`src/rtl/pulse_cfg_ctrl_if.sv`:
```
// UART byte link for the pulse configuration controller.
// Receive strobe in, response byte out with ready/valid.
interface pulse_cfg_ctrl_if;
   logic [7:0] rx_data;
   logic       rx_valid;
   logic       tx_ready;
   logic [7:0] tx_data;
   logic       tx_valid;

   modport master (
      output rx_data, rx_valid, tx_ready,
      input  tx_data, tx_valid
   );

   modport slave (
      input  rx_data, rx_valid, tx_ready,
      output tx_data, tx_valid
   );
endinterface

```
`src/rtl/pulse_cfg_ctrl.sv`:
```
// Framed serial register writes into shadow registers,
// committed to active pulse timing at sequence boundaries.
module pulse_cfg_ctrl #(
   parameter logic [7:0]  HDR        = 8'hA5,
   parameter int          TIMEOUT    = 100000,
   parameter logic [23:0] PERIOD_RST = 24'd1000,
   parameter logic [23:0] W1_RST     = 24'd10
) (
   input  logic            i_clk,
   input  logic            i_resetn,
   input  logic            i_cycle_end,
   pulse_cfg_ctrl_if.slave if_uart,
   output logic [23:0]     o_period,
   output logic [23:0]     o_p1_width,
   output logic [23:0]     o_p2_delay,
   output logic [23:0]     o_p2_width,
   output logic            o_run,
   output logic            o_cpmg,
   output logic            o_cfg_load
);

   localparam int TW = (TIMEOUT > 2) ? $clog2(TIMEOUT) : 1;
   localparam logic [TW-1:0] TMO_LAST = TW'(TIMEOUT - 1);
   localparam logic [7:0] ACK = 8'h06;
   localparam logic [7:0] NAK = 8'h15;

   typedef enum logic [2:0] {
      S_IDLE, S_ADDR, S_D2, S_D1, S_D0, S_CSUM
   } state_t;

   state_t        r_state;
   state_t        w_state_nxt;
   logic [TW-1:0] r_tmo;
   logic [TW-1:0] w_tmo_nxt;
   logic          w_done;

   logic [7:0]    r_addr;
   logic [23:0]   r_data;
   logic          w_csum_ok;
   logic          w_addr_ok;
   logic          w_ack;
   logic          w_commit;
   logic          w_copy;

   logic [23:0]   r_sh_period;
   logic [23:0]   r_sh_p1w;
   logic [23:0]   r_sh_p2d;
   logic [23:0]   r_sh_p2w;
   logic [1:0]    r_sh_ctrl;

   logic [23:0]   r_period;
   logic [23:0]   r_p1w;
   logic [23:0]   r_p2d;
   logic [23:0]   r_p2w;
   logic [1:0]    r_ctrl;

   logic          r_pend;
   logic          r_copied;
   logic          r_cfg_load;
   logic          r_tx_valid;
   logic [7:0]    r_tx_data;

   // Frame parser state and inter-byte timeout counter.
   always_ff @(posedge i_clk) begin
      if (!i_resetn) begin
         r_state <= S_IDLE;
         r_tmo   <= '0;
      end else begin
         r_state <= w_state_nxt;
         r_tmo   <= w_tmo_nxt;
      end
   end

   // Advance one state per byte; abort a stalled frame silently.
   always_comb begin
      w_state_nxt = r_state;
      w_tmo_nxt   = '0;
      w_done      = 1'b0;
      if (if_uart.rx_valid) begin
         unique case (r_state)
            S_IDLE: begin
               if (if_uart.rx_data == HDR) w_state_nxt = S_ADDR;
            end
            S_ADDR: w_state_nxt = S_D2;
            S_D2:   w_state_nxt = S_D1;
            S_D1:   w_state_nxt = S_D0;
            S_D0:   w_state_nxt = S_CSUM;
            S_CSUM: begin
               w_state_nxt = S_IDLE;
               w_done      = 1'b1;
            end
            default: w_state_nxt = S_IDLE;
         endcase
      end else if (r_state != S_IDLE) begin
         if (r_tmo == TMO_LAST) w_state_nxt = S_IDLE;
         else                   w_tmo_nxt   = r_tmo + 1'b1;
      end
   end

   // Capture address and data bytes of the frame in flight.
   always_ff @(posedge i_clk) begin
      if (!i_resetn) begin
         r_addr <= '0;
         r_data <= '0;
      end else if (if_uart.rx_valid) begin
         unique case (r_state)
            S_ADDR:  r_addr         <= if_uart.rx_data;
            S_D2:    r_data[23:16]  <= if_uart.rx_data;
            S_D1:    r_data[15:8]   <= if_uart.rx_data;
            S_D0:    r_data[7:0]    <= if_uart.rx_data;
            default: ;
         endcase
      end
   end

   assign w_csum_ok = (r_addr ^ r_data[23:16] ^ r_data[15:8]
                       ^ r_data[7:0]) == if_uart.rx_data;

   // Legal addresses; a period below 2 is rejected.
   always_comb begin
      w_addr_ok = 1'b0;
      unique case (r_addr)
         8'h00:   w_addr_ok = (r_data >= 24'd2);
         8'h01,
         8'h02,
         8'h03,
         8'h04,
         8'h0F:   w_addr_ok = 1'b1;
         default: w_addr_ok = 1'b0;
      endcase
   end

   assign w_ack    = w_done && w_csum_ok && w_addr_ok;
   assign w_commit = w_ack && (r_addr == 8'h0F);
   assign w_copy   = r_pend && (!r_ctrl[0] || i_cycle_end);

   // Accepted writes land in the shadow set only.
   always_ff @(posedge i_clk) begin
      if (!i_resetn) begin
         r_sh_period <= PERIOD_RST;
         r_sh_p1w    <= W1_RST;
         r_sh_p2d    <= '0;
         r_sh_p2w    <= '0;
         r_sh_ctrl   <= '0;
      end else if (w_ack) begin
         unique case (r_addr)
            8'h00:   r_sh_period <= r_data;
            8'h01:   r_sh_p1w    <= r_data;
            8'h02:   r_sh_p2d    <= r_data;
            8'h03:   r_sh_p2w    <= r_data;
            8'h04:   r_sh_ctrl   <= r_data[1:0];
            default: ;
         endcase
      end
   end

   // Whole shadow set moves to active in one edge.
   always_ff @(posedge i_clk) begin
      if (!i_resetn) begin
         r_period <= PERIOD_RST;
         r_p1w    <= W1_RST;
         r_p2d    <= '0;
         r_p2w    <= '0;
         r_ctrl   <= '0;
      end else if (w_copy) begin
         r_period <= r_sh_period;
         r_p1w    <= r_sh_p1w;
         r_p2d    <= r_sh_p2d;
         r_p2w    <= r_sh_p2w;
         r_ctrl   <= r_sh_ctrl;
      end
   end

   // Pending commit; a fresh commit outranks a same-edge copy.
   always_ff @(posedge i_clk) begin
      if (!i_resetn) begin
         r_pend     <= 1'b0;
         r_copied   <= 1'b0;
         r_cfg_load <= 1'b0;
      end else begin
         r_pend     <= w_commit || (r_pend && !w_copy);
         r_copied   <= w_copy;
         r_cfg_load <= r_copied;
      end
   end

   // Response byte; a newer response overwrites an unsent one.
   always_ff @(posedge i_clk) begin
      if (!i_resetn) begin
         r_tx_valid <= 1'b0;
         r_tx_data  <= '0;
      end else if (w_done) begin
         r_tx_valid <= 1'b1;
         r_tx_data  <= w_ack ? ACK : NAK;
      end else if (r_tx_valid && if_uart.tx_ready) begin
         r_tx_valid <= 1'b0;
      end
   end

   assign if_uart.tx_valid = r_tx_valid;
   assign if_uart.tx_data  = r_tx_data;
   assign o_period         = r_period;
   assign o_p1_width       = r_p1w;
   assign o_p2_delay       = r_p2d;
   assign o_p2_width       = r_p2w;
   assign o_run            = r_ctrl[0];
   assign o_cpmg           = r_ctrl[1];
   assign o_cfg_load       = r_cfg_load;

endmodule

```
`src/flat_wrapper.sv`:
```
// flat-port wrapper written by rule: the top's interface ports become plain ports
module pulse_cfg_ctrl_flat 
#(
   parameter logic [7:0]  HDR        = 8'hA5,
   parameter int          TIMEOUT    = 100000,
   parameter logic [23:0] PERIOD_RST = 24'd1000,
   parameter logic [23:0] W1_RST     = 24'd10
)
  (i_clk, i_resetn, i_cycle_end, o_period, o_p1_width, o_p2_delay, o_p2_width, o_run, o_cpmg, o_cfg_load, if_uart_rx_data, if_uart_rx_valid, if_uart_tx_ready, if_uart_tx_data, if_uart_tx_valid);
  pulse_cfg_ctrl_if if_uart_i ();
  input  logic i_clk;
  input  logic i_resetn;
  input  logic i_cycle_end;
  output logic [23:0] o_period;
  output logic [23:0] o_p1_width;
  output logic [23:0] o_p2_delay;
  output logic [23:0] o_p2_width;
  output logic o_run;
  output logic o_cpmg;
  output logic o_cfg_load;
  input wire logic [$bits(if_uart_i.rx_data)-1:0] if_uart_rx_data;
  input wire logic [$bits(if_uart_i.rx_valid)-1:0] if_uart_rx_valid;
  input wire logic [$bits(if_uart_i.tx_ready)-1:0] if_uart_tx_ready;
  output wire logic [$bits(if_uart_i.tx_data)-1:0] if_uart_tx_data;
  output wire logic [$bits(if_uart_i.tx_valid)-1:0] if_uart_tx_valid;
  assign if_uart_i.rx_data = if_uart_rx_data;
  assign if_uart_i.rx_valid = if_uart_rx_valid;
  assign if_uart_i.tx_ready = if_uart_tx_ready;
  assign if_uart_tx_data = if_uart_i.tx_data;
  assign if_uart_tx_valid = if_uart_i.tx_valid;
  pulse_cfg_ctrl #(.HDR(HDR), .TIMEOUT(TIMEOUT), .PERIOD_RST(PERIOD_RST), .W1_RST(W1_RST)) u_core (.i_clk(i_clk), .i_resetn(i_resetn), .i_cycle_end(i_cycle_end), .if_uart(if_uart_i), .o_period(o_period), .o_p1_width(o_p1_width), .o_p2_delay(o_p2_delay), .o_p2_width(o_p2_width), .o_run(o_run), .o_cpmg(o_cpmg), .o_cfg_load(o_cfg_load));
endmodule
```
`config.mk`:
```
export PLATFORM = sky130hd
export DESIGN_NAME = pulse_cfg_ctrl_flat
export DESIGN_NICKNAME = d
export VERILOG_FILES = /design/src/rtl/pulse_cfg_ctrl_if.sv /design/src/rtl/pulse_cfg_ctrl.sv /design/src/flat_wrapper.sv
export SDC_FILE = /design/constraint.sdc
export NUM_CORES = 1
export LEC_CHECK = 0
export ABC_AREA = 0
export BUFFER_PORTS_ARGS = -buffer_cell sky130_fd_sc_hd__buf_4
export CAP_MARGIN = 20
export CORE_UTILIZATION = 35
export CTS_CLUSTER_SIZE = 8
export DETAILED_ROUTE_END_ITERATION = 12
export HOLD_SLACK_MARGIN = 0.02
export MAX_ROUTING_LAYER = met4
export PLACE_DENSITY = 0.62
export SYNTH_ARGS = -nofsm -noshare
export SYNTH_HDL_FRONTEND = slang
export SYNTH_SLANG_ARGS = --single-unit
```
`constraint.sdc`:
```
create_clock -name i_clk -period 4.63 [get_ports i_clk]
set_input_delay 0.463 -clock i_clk [delete_from_list [all_inputs] [get_ports i_clk]]
set_output_delay 0.463 -clock i_clk [all_outputs]
set_load 0.05 [all_outputs]
```
==> summary.md, run 1 <==
| Metric | Value |
|---|---|
| Status | `finished, final reports clean` |
| Fin worst setup slack | `roughly 2100 ps` |
| Number of synthesized flops with an enable pin | `0` |
| GR Overflow Total | `0` |
| CTS max path bufs | `3` |
| Clk sinks | `255` |
| Post-Synth XOR/XNOR Area | `between 4 and 5%` |
| WS Path Type | `flip-flop to flip-flop` |
| Area share of the largest cell type after synthesis | `52.3%` |
| Post-synthesis compound-gate area fraction | `~7.2%` |
| Area growth syn-to-layout | `21.1%` |
| ANT cells | `0` |
| First-pass GRT wire length | `39500 um` |
| Largest family of logic cells by synthesized area | `simple AND/OR/NAND/NOR gates` |
| Cell taking the most area after synthesis | `dfxtp_1` |
| Routed WL per cell | `about 16 um` |
| TritonRoute pass-1 iters | `7` |
| Nets | `1213` |
| Setup Viol. Count Final | `0` |
| Max cap viols | `0` |
| Hold Slack | `around 240 ps` |
| Fin Clk Skew | `roughly 15 ps` |
| FFs w/ async S/R, synth | `0%` |
| Final Util | `between 40% and 50%` |
| Crit. End Element | `flip-flop` |
| Distinct cell type count after synthesis | `between 40 and 50` |
| Pin count of the biggest net entering global routing | `about 100` |
| Power Density | `~390 nW/um^2` |
| CTS tree | `built` |
| Post-CTS resize count | `0` |
| Worst hold path type | `primary input to flip-flop` |
| Post-CTS setup buffers | `0` |
| Initial DRC Count | `between 600 and 700` |
| Synthesized area per cell | `8.85 um^2` |
| Clock Power Share | `50.3%` |
| RSZ-0062 raised after global routing | `no` |
| Crit Path Max Fanout | `24` |
| Flop pwr share | `between 40% and 50%` |
| # rows | `60` |
| Peak VDD IR | `approximately 260 uV` |
| Setup TNS after final layout | `0 ps` |
| DRT antenna net count | `0` |
| Critical path required time | `approximately 5000 ps` |
| Startpoint Class | `flip-flop` |
| Clock root buffer | `clkbuf_16` |
| Top-count cell post-synth | `nand2_1` |
| Final wirelength | `~26000 um` |
| Drt via density | `roughly 4.8` |
| Worst-Margin Slew | `approximately 1100 ps` |
| DP Worst Slack | `just over 2000 ps` |
| Synth area leaders | `dfxtp_1, nand2_1, mux2i_1, a21oi_1, clkbuf_1` |
| Core ar. | `between 20000 and 30000 um^2` |
| Hold-fix buffers, CTS | `0` |
| Fmax | `397 MHz` |
| DR vias | `between 7000 and 8000` |
| Antenna violations before repair | `0` |
| Net Sw Power | `0.966 mW` |
| Post-synthesis sequential area ratio | `52.3%` |
| GP Congestion | `about 0.86` |
| Worst endpoint data arrival time | `a little under 3000 ps` |
| Internal power | `approximately 3.6 mW` |
| Slew Limit Headroom | `27.3%` |
| Min-Delay Path Depth | `3` |
| Post-synthesis adder-cell area fraction | `less than 1%` |
| IO Pins | `~120` |
| P_leak | `about 4.2 nW` |
| Clk slew on worst S/H paths | `~50 ps` |
| #FFs+latches synth | `around 260` |
| Min cycle time layout | `about 2500 ps` |
| Synthesis warning total | `0` |
| DP Wirelength | `approximately 17000 um` |
| Gate power share | `about 1.8%` |
| Vias in the first global route | `just over 7000` |
| Worst skew pair latency | `between 500 and 600 ps` |
| Final hold vios | `0` |
| Non-Filler Instances | `1573` |
| Inserted Clock Buffers | `37` |
| H-tree depth | `2` |
| Synth Flop Type | `dfxtp_1` |
| Final Max Tran Viols | `0` |
| All-Layer GR Usage | `~18%` |
| Placed cells | `~1500` |
| Sw frac | `21.0%` |
| Top cells by count, synth | `nand2_1, dfxtp_1, a21oi_1, mux2i_1, clkbuf_1` |
| Die width | `169 um` |
| Port buffer count | `roughly 120` |
| Simple-gate share of the synthesized area | `a little over a fifth` |
| Syn Std Cell Area | `approximately 10000 um^2` |
| R2r worst-path depth | `6` |
| Cells after Synth | `around 1100` |
| Fraction of layout cells with a size suffix above 1 | `15.1%` |
| Number of remaining DRC errors | `0` |
| Final cycle utilization of the critical path | `between 50 and 60%` |
| Die height | `about 170 um` |
| Die Area | `between 20000 and 30000 um^2` |
| Starting Density | `between 30% and 40%` |
| Mux contribution to synthesized area | `between 10 and 15%` |
state kept, by name (all words and copies together) (netlist names), 3 cells and up:
| signal | count |
|---|---|
| u_core.r_sh_p2w | 24 |
| u_core.r_sh_p1w | 24 |
| u_core.o_p2_delay | 24 |
| u_core.o_p2_width | 24 |
| u_core.r_addr | 8 |
| u_core.o_period | 24 |
| u_core.r_sh_p2d | 24 |
| u_core.o_p1_width | 24 |
| u_core.r_tmo | 17 |
| u_core.r_data | 24 |
| u_core.r_sh_period | 24 |
| u_core.if_uart.tx_data | 3 |
| u_core.r_state | 3 |
through the flow:
step / power, mW / area [um^2]
finish: 4.60 / 11800
global route: 4.77 / 11800
CTS: 4.66 / 11800
detailed placement: 2.33 / 10800
global placement: 2.33 / 10800
floorplan: 2.30 / 9760
logic make-up (layout without fill, tap and decap cells):
kind of cell | count (synthesis) | count (layout)
and+or+nand+nor | 497 | 497
muxes | 98 | 98
adders and majority gates | 1 | 1
DFF | 255 | 255
buffers and inverters | 75 | 171
xor gates and xnor gates | 39 | 39
other | 1 | 4
AOI/OAI and AO/OA | 136 | 136
worst paths after layout:
kind | slack (ps) | endpoint | from
worst max-delay path | 2110 | u_core.r_sh_period[10] | u_core.r_data[8]
worst min-delay path | 240 | u_core.r_addr[7] | if_uart_rx_data[7]
worst max register to register | 2110 | u_core.r_sh_period[10] | u_core.r_data[8]
worst min register to register | 440 | u_core.o_p2_delay[14] | u_core.r_sh_p2d[14]
routing by layer:
metal	GRT usage, %	wire length (um)
met1	24.6	12200
met2	28.1	11800
met3	3.60	1210
met4	5.02	348
met5	-	0
final cells by class:
cell class | count | area [um^2]
flip-flops and latches | 255 | 5100
repair buffers | 127 | 951
clock buffers | 38 | 930
clock inverters | 3 | 41.3
inverters | 3 | 13.8
well taps | 372 | 465
fillers | 2713 | 15400
multi-input cells | 775 | 4310
power by group through the flow:
stage	Clock [mW]	Combinational (mW)	Sequential (mW)
global route	2.48	0.0900	2.20
detailed placement	0	0.0839	2.24
floorplan	0	0.0600	2.24
CTS	2.38	0.0842	2.20
finish	2.32	0.0839	2.20
global placement	0	0.0836	2.24
cells in the final DEF (no fill, tap or decap), types with 13 or more instances in the layout:
cell type    n
a21oi_1    124
dfxtp_1    255
xnor2_1     17
mux2i_1     98
xor2_1      13
buf_4      126
nor2_1      41
nand2_1    386
clkbuf_16   37
nand3_1     16
worst max-delay path, stage by stage, from the launching register on:
cell,delay [ps]
dfxtp_1,520
xnor3_1,480
xnor2_1,240
nand4_4,240
nor4_4,250
buf_4,430
mux2i_1,260
No activity file was read; power rests on OpenSTA's default activity.
==> run 2: changes to the inputs <==
Settings changed: PLACE_DENSITY 0.62 to 0.64.
Clock period 4.63 ns to 2.3 ns, I/O delays scaled along.
==> run 2 against run 1 <==
Via count rose by 2.1%. Cell count rose by 1.8%. Design area rose by 3.9%. First-iteration DRC count fell by 19%. Non-clock buffer count rose by 29. Largest power group unchanged. Sequential power rose by 100%. Sequential share of layout area fell by 1.6 points. Largest cell class unchanged. Power rose by 100%. Clock-buffer cell count rose by 1. Die area did not move.
==> summary.md, run 2 (synthesis gave the netlist of run 1 again) <==
| Metric | Value |
|---|---|
| Status | `finished, final reports clean` |
| Die Area | `28500 um^2` |
| Max cap viols | `0` |
| Nets | `about 1200` |
| Crit. End Element | `flip-flop` |
| Inserted Clock Buffers | `37` |
| Setup TNS after final layout | `0 ps` |
| DRT antenna net count | `0` |
| Starting Density | `between 30% and 40%` |
| ANT cells | `0` |
| Most common cell after layout, fill and taps aside | `nand2_1` |
| Worst skew pair latency | `about 500 ps` |
| Final Max Tran Viols | `0` |
| Area growth syn-to-layout | `25.9%` |
| Critical path required time | `about 2700 ps` |
| DP Wirelength | `around 17000 um` |
| DR vias | `between 7000 and 8000` |
| Register area | `approximately 5000 um^2` |
| Vias in the first global route | `between 7000 and 8000` |
| IO Pins | `approximately 120` |
| Final wirelength | `~26000 um` |
| Final hold vios | `0` |
| CTS tree | `built` |
| Fin Clk Skew | `roughly 18 ps` |
| GP Congestion | `about 0.89` |
| Pwr Total | `about 9.4 mW` |
| Port buffer count | `116` |
| # rows | `60` |
| Worst R2R Start | `u_core.r_data[10]` |
| All-Layer GR Usage | `a little under a fifth` |
| R2r worst-path depth | `6` |
| Clock root buffer | `clkbuf_16` |
| Number of remaining DRC errors | `0` |
| Crit path to | `u_core.r_sh_period[5]` |
| CTS max path bufs | `3` |
| Setup Viol. Count Final | `0` |
| Most frequent cells in the layout | `nand2_1, dfxtp_1, buf_4` |
| Fmax | `approximately 450 MHz` |
| Filler cells | `2674` |
| Pin count of the biggest net entering global routing | `81` |
| Die height | `169 um` |
| CP max stage delay | `about 460 ps` |
| Peak VDD IR | `roughly 430 uV` |
| Drt via density | `4.86` |
| Worst-Margin Slew | `599 ps` |
| TritonRoute pass-1 iters | `5` |
| Clk sinks | `about 260` |
| GR Overflow Total | `0` |
| Startpoint Class | `flip-flop` |
| WS Path Type | `flip-flop to flip-flop` |
| H-tree depth | `2` |
| P_leak | `between 4 and 5 nW` |
| Critical-path cell list | `xnor3_1 > xnor2_2 > nand3_4 > nor4_4 > buf_4 > mux2i_1` |
| Initial DRC Count | `500` |
| Slowest CP cell | `xnor3_1` |
| Min-Delay Path Depth | `4` |
| Worst endpoint data arrival time | `between 2000 and 3000 ps` |
| FF-to-FF setup slack | `roughly 96 ps` |
| Power Density | `approximately 770 nW/um^2` |
| RR Endpoint | `u_core.r_sh_period[5]` |
| Min cycle time layout | `between 2000 and 2500 ps` |
| Multi-input gate area | `roughly 4400 um^2` |
| Clk slew on worst S/H paths | `~50 ps` |
| Die width | `approximately 170 um` |
| Final cycle utilization of the critical path | `95.8%` |
| Slew Limit Headroom | `between 50% and 60%` |
| Core ar. | `roughly 27000 um^2` |
| First-pass GRT wire length | `40200 um` |
| Worst hold path type | `primary input to flip-flop` |
| Worst setup path start | `u_core.r_data[10]` |
| Fraction of layout cells with a size suffix above 1 | `between 10% and 20%` |
| Crit Path Max Fanout | `7` |
| Antenna violations before repair | `0` |
| Routed WL per cell | `approximately 16 um` |
## run 2: changes by cell type in the layout (fill, tap and decap cells not counted), moves of 2 or more
cell | previous run | this run
buf_12 | 0 | 9
buf_4 | 126 | 143
xnor2_2 | 1 | 8
dlygate4sd3_1 | 0 | 3
clkbuf_16 | 37 | 39
xnor2_1 | 17 | 10
## run 2: worst min path at each step
| stage | from | to | slack (ps) |
|---|---|---|---|
| after detailed placement | u_core.r_sh_p2d[10] | u_core.o_p2_delay[10] | 450 |
| final | if_uart_tx_ready | u_core.if_uart.tx_valid | 30 |
| after CTS | if_uart_tx_ready | u_core.if_uart.tx_valid | 20 |
| after global routing | if_uart_tx_ready | u_core.if_uart.tx_valid | 70 |
| after floorplan | if_uart_rx_data[4] | u_core.r_addr[4] | 370 |
| after global placement | u_core.r_copied | u_core.o_cfg_load | 440 |
## run 2: per-stage QoR
stage,area (um^2),setup WS [ps],util (%),hold slack [ps],instances
detailed placement,11100,-416,41.0,445,1556
CTS,12200,3.10,44.8,20.2,1600
floorplan,9760,132,-,366,1105
finish,12300,95.6,45.2,34.9,1602
global route,12300,-30.2,45.2,74.2,1602
global placement,11100,-368,41.0,439,1556
## run 2: cell type report
class	count	share of cell area, %
repair buffers	156	10.7
clock buffers	39	7.78
flip-flops and latches	255	41.6
multi-input cells	775	35.8
well taps	372	3.79
clock inverters	2	0.296
inverters	3	0.112
## run 2: per-layer routing
metal	up-vias	track usage, %	share of wire (%)
met5	-	-	0
met4	0	6.68	2.3
met3	38	3.30	4.8
met2	184	29.7	48
met1	3709	23.6	45
li1	3854	-	-
## run 2: timing repair
item / CTS / global route
gates cloned: 0 / 1
setup endpoints to repair: 4 / 97
hold endpoints to repair: 8 / 0
pin swaps: 1 / 7
buffers inserted: 0 / 1
resized for setup: 2 / 12
hold buffers: 3 / 0
## run 2: worst max-delay path: cells and delay by family (launching register included)
| family | cells | cell delay, ps |
|---|---|---|
| xor+xnor | 2 | 690 |
| mux | 1 | 220 |
| flops | 1 | 390 |
| simple gates | 2 | 580 |
| buf+inv | 1 | 240 |
## run 2: power by group
part	total (mW)	switching (mW)	internal, mW
registers	4.43	0.000330	4.43
logic	0.207	0.141	0.0660
clock network	4.78	1.86	2.92
==> run 3: changes to the inputs <==
Settings changed: PLACE_DENSITY 0.64 to 0.62.
Clock period 2.3 ns to 2.2 ns, I/O delays scaled along.
==> run 3 against run 2 <==
Clock skew down 7.3 ps. Power increased by 3.1%. Global-route usage is 0.12 points lower. Clock-buffer cell count fell by 1. Sequential share of layout area shrank 0.36 points. Sequential power increased by 5%. First-iteration DRC count grew 28%. Largest cell class unchanged.
==> summary.md, run 3 (synthesis gave the netlist of run 1 again) <==
| Metric | Value |
|---|---|
| Worst skew pair latency | `between 500 and 600 ps` |
| # rows | `60` |
| DP Wirelength | `roughly 17000 um` |
| Vias in the first global route | `approximately 7300` |
| GR Overflow Total | `0` |
| WS Path Type | `primary input to flip-flop` |
| Slew Limit Headroom | `approximately 50%` |
| First-pass GRT wire length | `approximately 40000 um` |
| Die height | `~170 um` |
| Routed WL per cell | `approximately 16 um` |
| Fin Clk Skew | `roughly 11 ps` |
| Area growth syn-to-layout | `26.9%` |
| Starting Density | `between 30% and 40%` |
| Fin worst setup slack | `roughly 63 ps` |
| Antenna violations before repair | `0` |
| Worst setup path start | `if_uart_rx_data[1]` |
| Filler cells | `around 2700` |
| Nets | `1259` |
| H-tree depth | `2` |
| Number of remaining DRC errors | `0` |
| Final Util | `a little under half` |
| CTS max path bufs | `3` |
| Drt via density | `4.86` |
| Start point of the worst hold path | `if_uart_tx_ready` |
| TritonRoute pass-1 iters | `4` |
| CTS tree | `built` |
| Port buffer count | `between 100 and 150` |
| RR Endpoint | `u_core.r_sh_p2d[11]` |
| Worst R2R Start | `u_core.r_data[10]` |
| Final cycle utilization of the critical path | `a little over nine tenths` |
| Core ar. | `around 27000 um^2` |
| Most frequent cells in the layout | `nand2_1, dfxtp_1, buf_4` |
| ANT cells | `0` |
| R2r worst-path depth | `7` |
| Pin count of the biggest net entering global routing | `98` |
| Clock root buffer | `clkbuf_16` |
| Clk sinks | `~260` |
| GP Congestion | `roughly 0.90` |
| Peak VDD IR | `395 uV` |
| FF-to-FF setup slack | `80 ps` |
| Fraction of layout cells with a size suffix above 1 | `18.4%` |
| IO Pins | `approximately 120` |
| Worst hold path type | `primary input to flip-flop` |
| Die Area | `roughly 29000 um^2` |
| Inserted Clock Buffers | `37` |
| Startpoint Class | `primary input` |
| P_leak | `4.54 nW` |
| Final Max Tran Viols | `0` |
| Setup Viol. Count Final | `0` |
| Area after DPL | `11200 um^2` |
| Power Density | `between 700 and 800 nW/um^2` |
| DP Worst Slack | `-324 ps` |
| Fmax | `468 MHz` |
| All-Layer GR Usage | `18.5%` |
| Most common cell after layout, fill and taps aside | `nand2_1` |
| Design area | `around 12000 um^2` |
| Min cycle time layout | `about 2100 ps` |
| Max cap viols | `0` |
| Final hold vios | `0` |
| DRT antenna net count | `0` |
| Final wirelength | `about 26000 um` |
| Worst-Margin Slew | `between 700 and 800 ps` |
| Clk slew on worst S/H paths | `around 50 ps` |
| Worst endpoint data arrival time | `2570 ps` |
| Status | `finished, final reports clean` |
| Hold worst-path end | `u_core.if_uart.tx_valid` |
| DR vias | `slightly below 8000` |
| Critical path required time | `between 2000 and 3000 ps` |
| Crit Path Max Fanout | `7` |
| Min-Delay Path Depth | `4` |
| Die width | `between 150 and 200 um` |
| Crit. End Element | `flip-flop` |
| Initial DRC Count | `between 600 and 700` |
-- run 3: changes by cell type in the layout (fill, tap and decap cells not counted), moves of 2 or more --
| cell | previous run | this run |
|---|---|---|
| buf_4 | 143 | 156 |
| dlygate4sd3_1 | 3 | 7 |
| buf_12 | 9 | 7 |
| xnor2_1 | 10 | 12 |
| xnor2_2 | 8 | 6 |
-- run 3: worst max path at each step --
stage / end / slack, ps
2_1_floorplan: u_core.r_sh_p1w[10] / 30
3_3_place_gp: u_core.if_uart.tx_data[1] / -330
3_5_place_dp: u_core.if_uart.tx_data[1] / -320
4_1_cts: u_core.r_sh_p2w[19] / 30
5_1_grt: u_core.r_sh_p1w[6] / -20
6_report: u_core.r_pend / 60
-- run 3: final cells by class --
cell class | count | area [um^2] | share of cell area, %
Inverter | 3 | 13.8 | 0.111
Multi-Input combinational cell | 775 | 4380 | 35.4
Tap cell | 372 | 465 | 3.76
Timing Repair Buffer | 173 | 1440 | 11.7
Clock inverter | 3 | 41.3 | 0.334
Clock buffer | 38 | 930 | 7.51
Sequential cell | 255 | 5100 | 41.2
-- run 3: worst max-delay path: stages --
cell,delay (ps)
dlygate4sd3_1,540
buf_4,160
xnor3_1,380
xnor2_2,210
nand4_4,250
or4_2,660
a21oi_1,150
-- run 3: metrics by stage --
stage | setup TNS, ps | power, mW | instances | hold WS (ps)
floorplan | 0 | 4.85 | 1105 | 356
global placement | -657 | 4.91 | 1567 | 438
detailed placement | -629 | 4.91 | 1567 | 440
CTS | 0 | 9.80 | 1615 | 29.8
global route | -55.1 | 10.0 | 1619 | 48.2
finish | 0 | 9.70 | 1619 | 44.6
-- run 3: timing repair --
action,4_1_cts,5_1_grt
gates resized for setup,4,9
hold buffers,7,0
hold endpoints to repair,24,0
endpoints found under the setup margin,4,90
gates cloned,0,2
pin swaps,1,6
buffers inserted,0,2
-- run 3: power by group --
part           internal (mW)  switching [mW]
sequential              4.63        0.000196
combinational         0.0629           0.140
clock                   2.97            1.90
-- run 3: metal layers --
layer | global-route usage [%] | vias up | routed length [um]
li1 | - | 3906 | -
met1 | 24.7 | 3732 | 12200
met2 | 28.1 | 186 | 11700
met3 | 3.55 | 45 | 1270
met4 | 5.81 | 0 | 524
met5 | - | - | 0
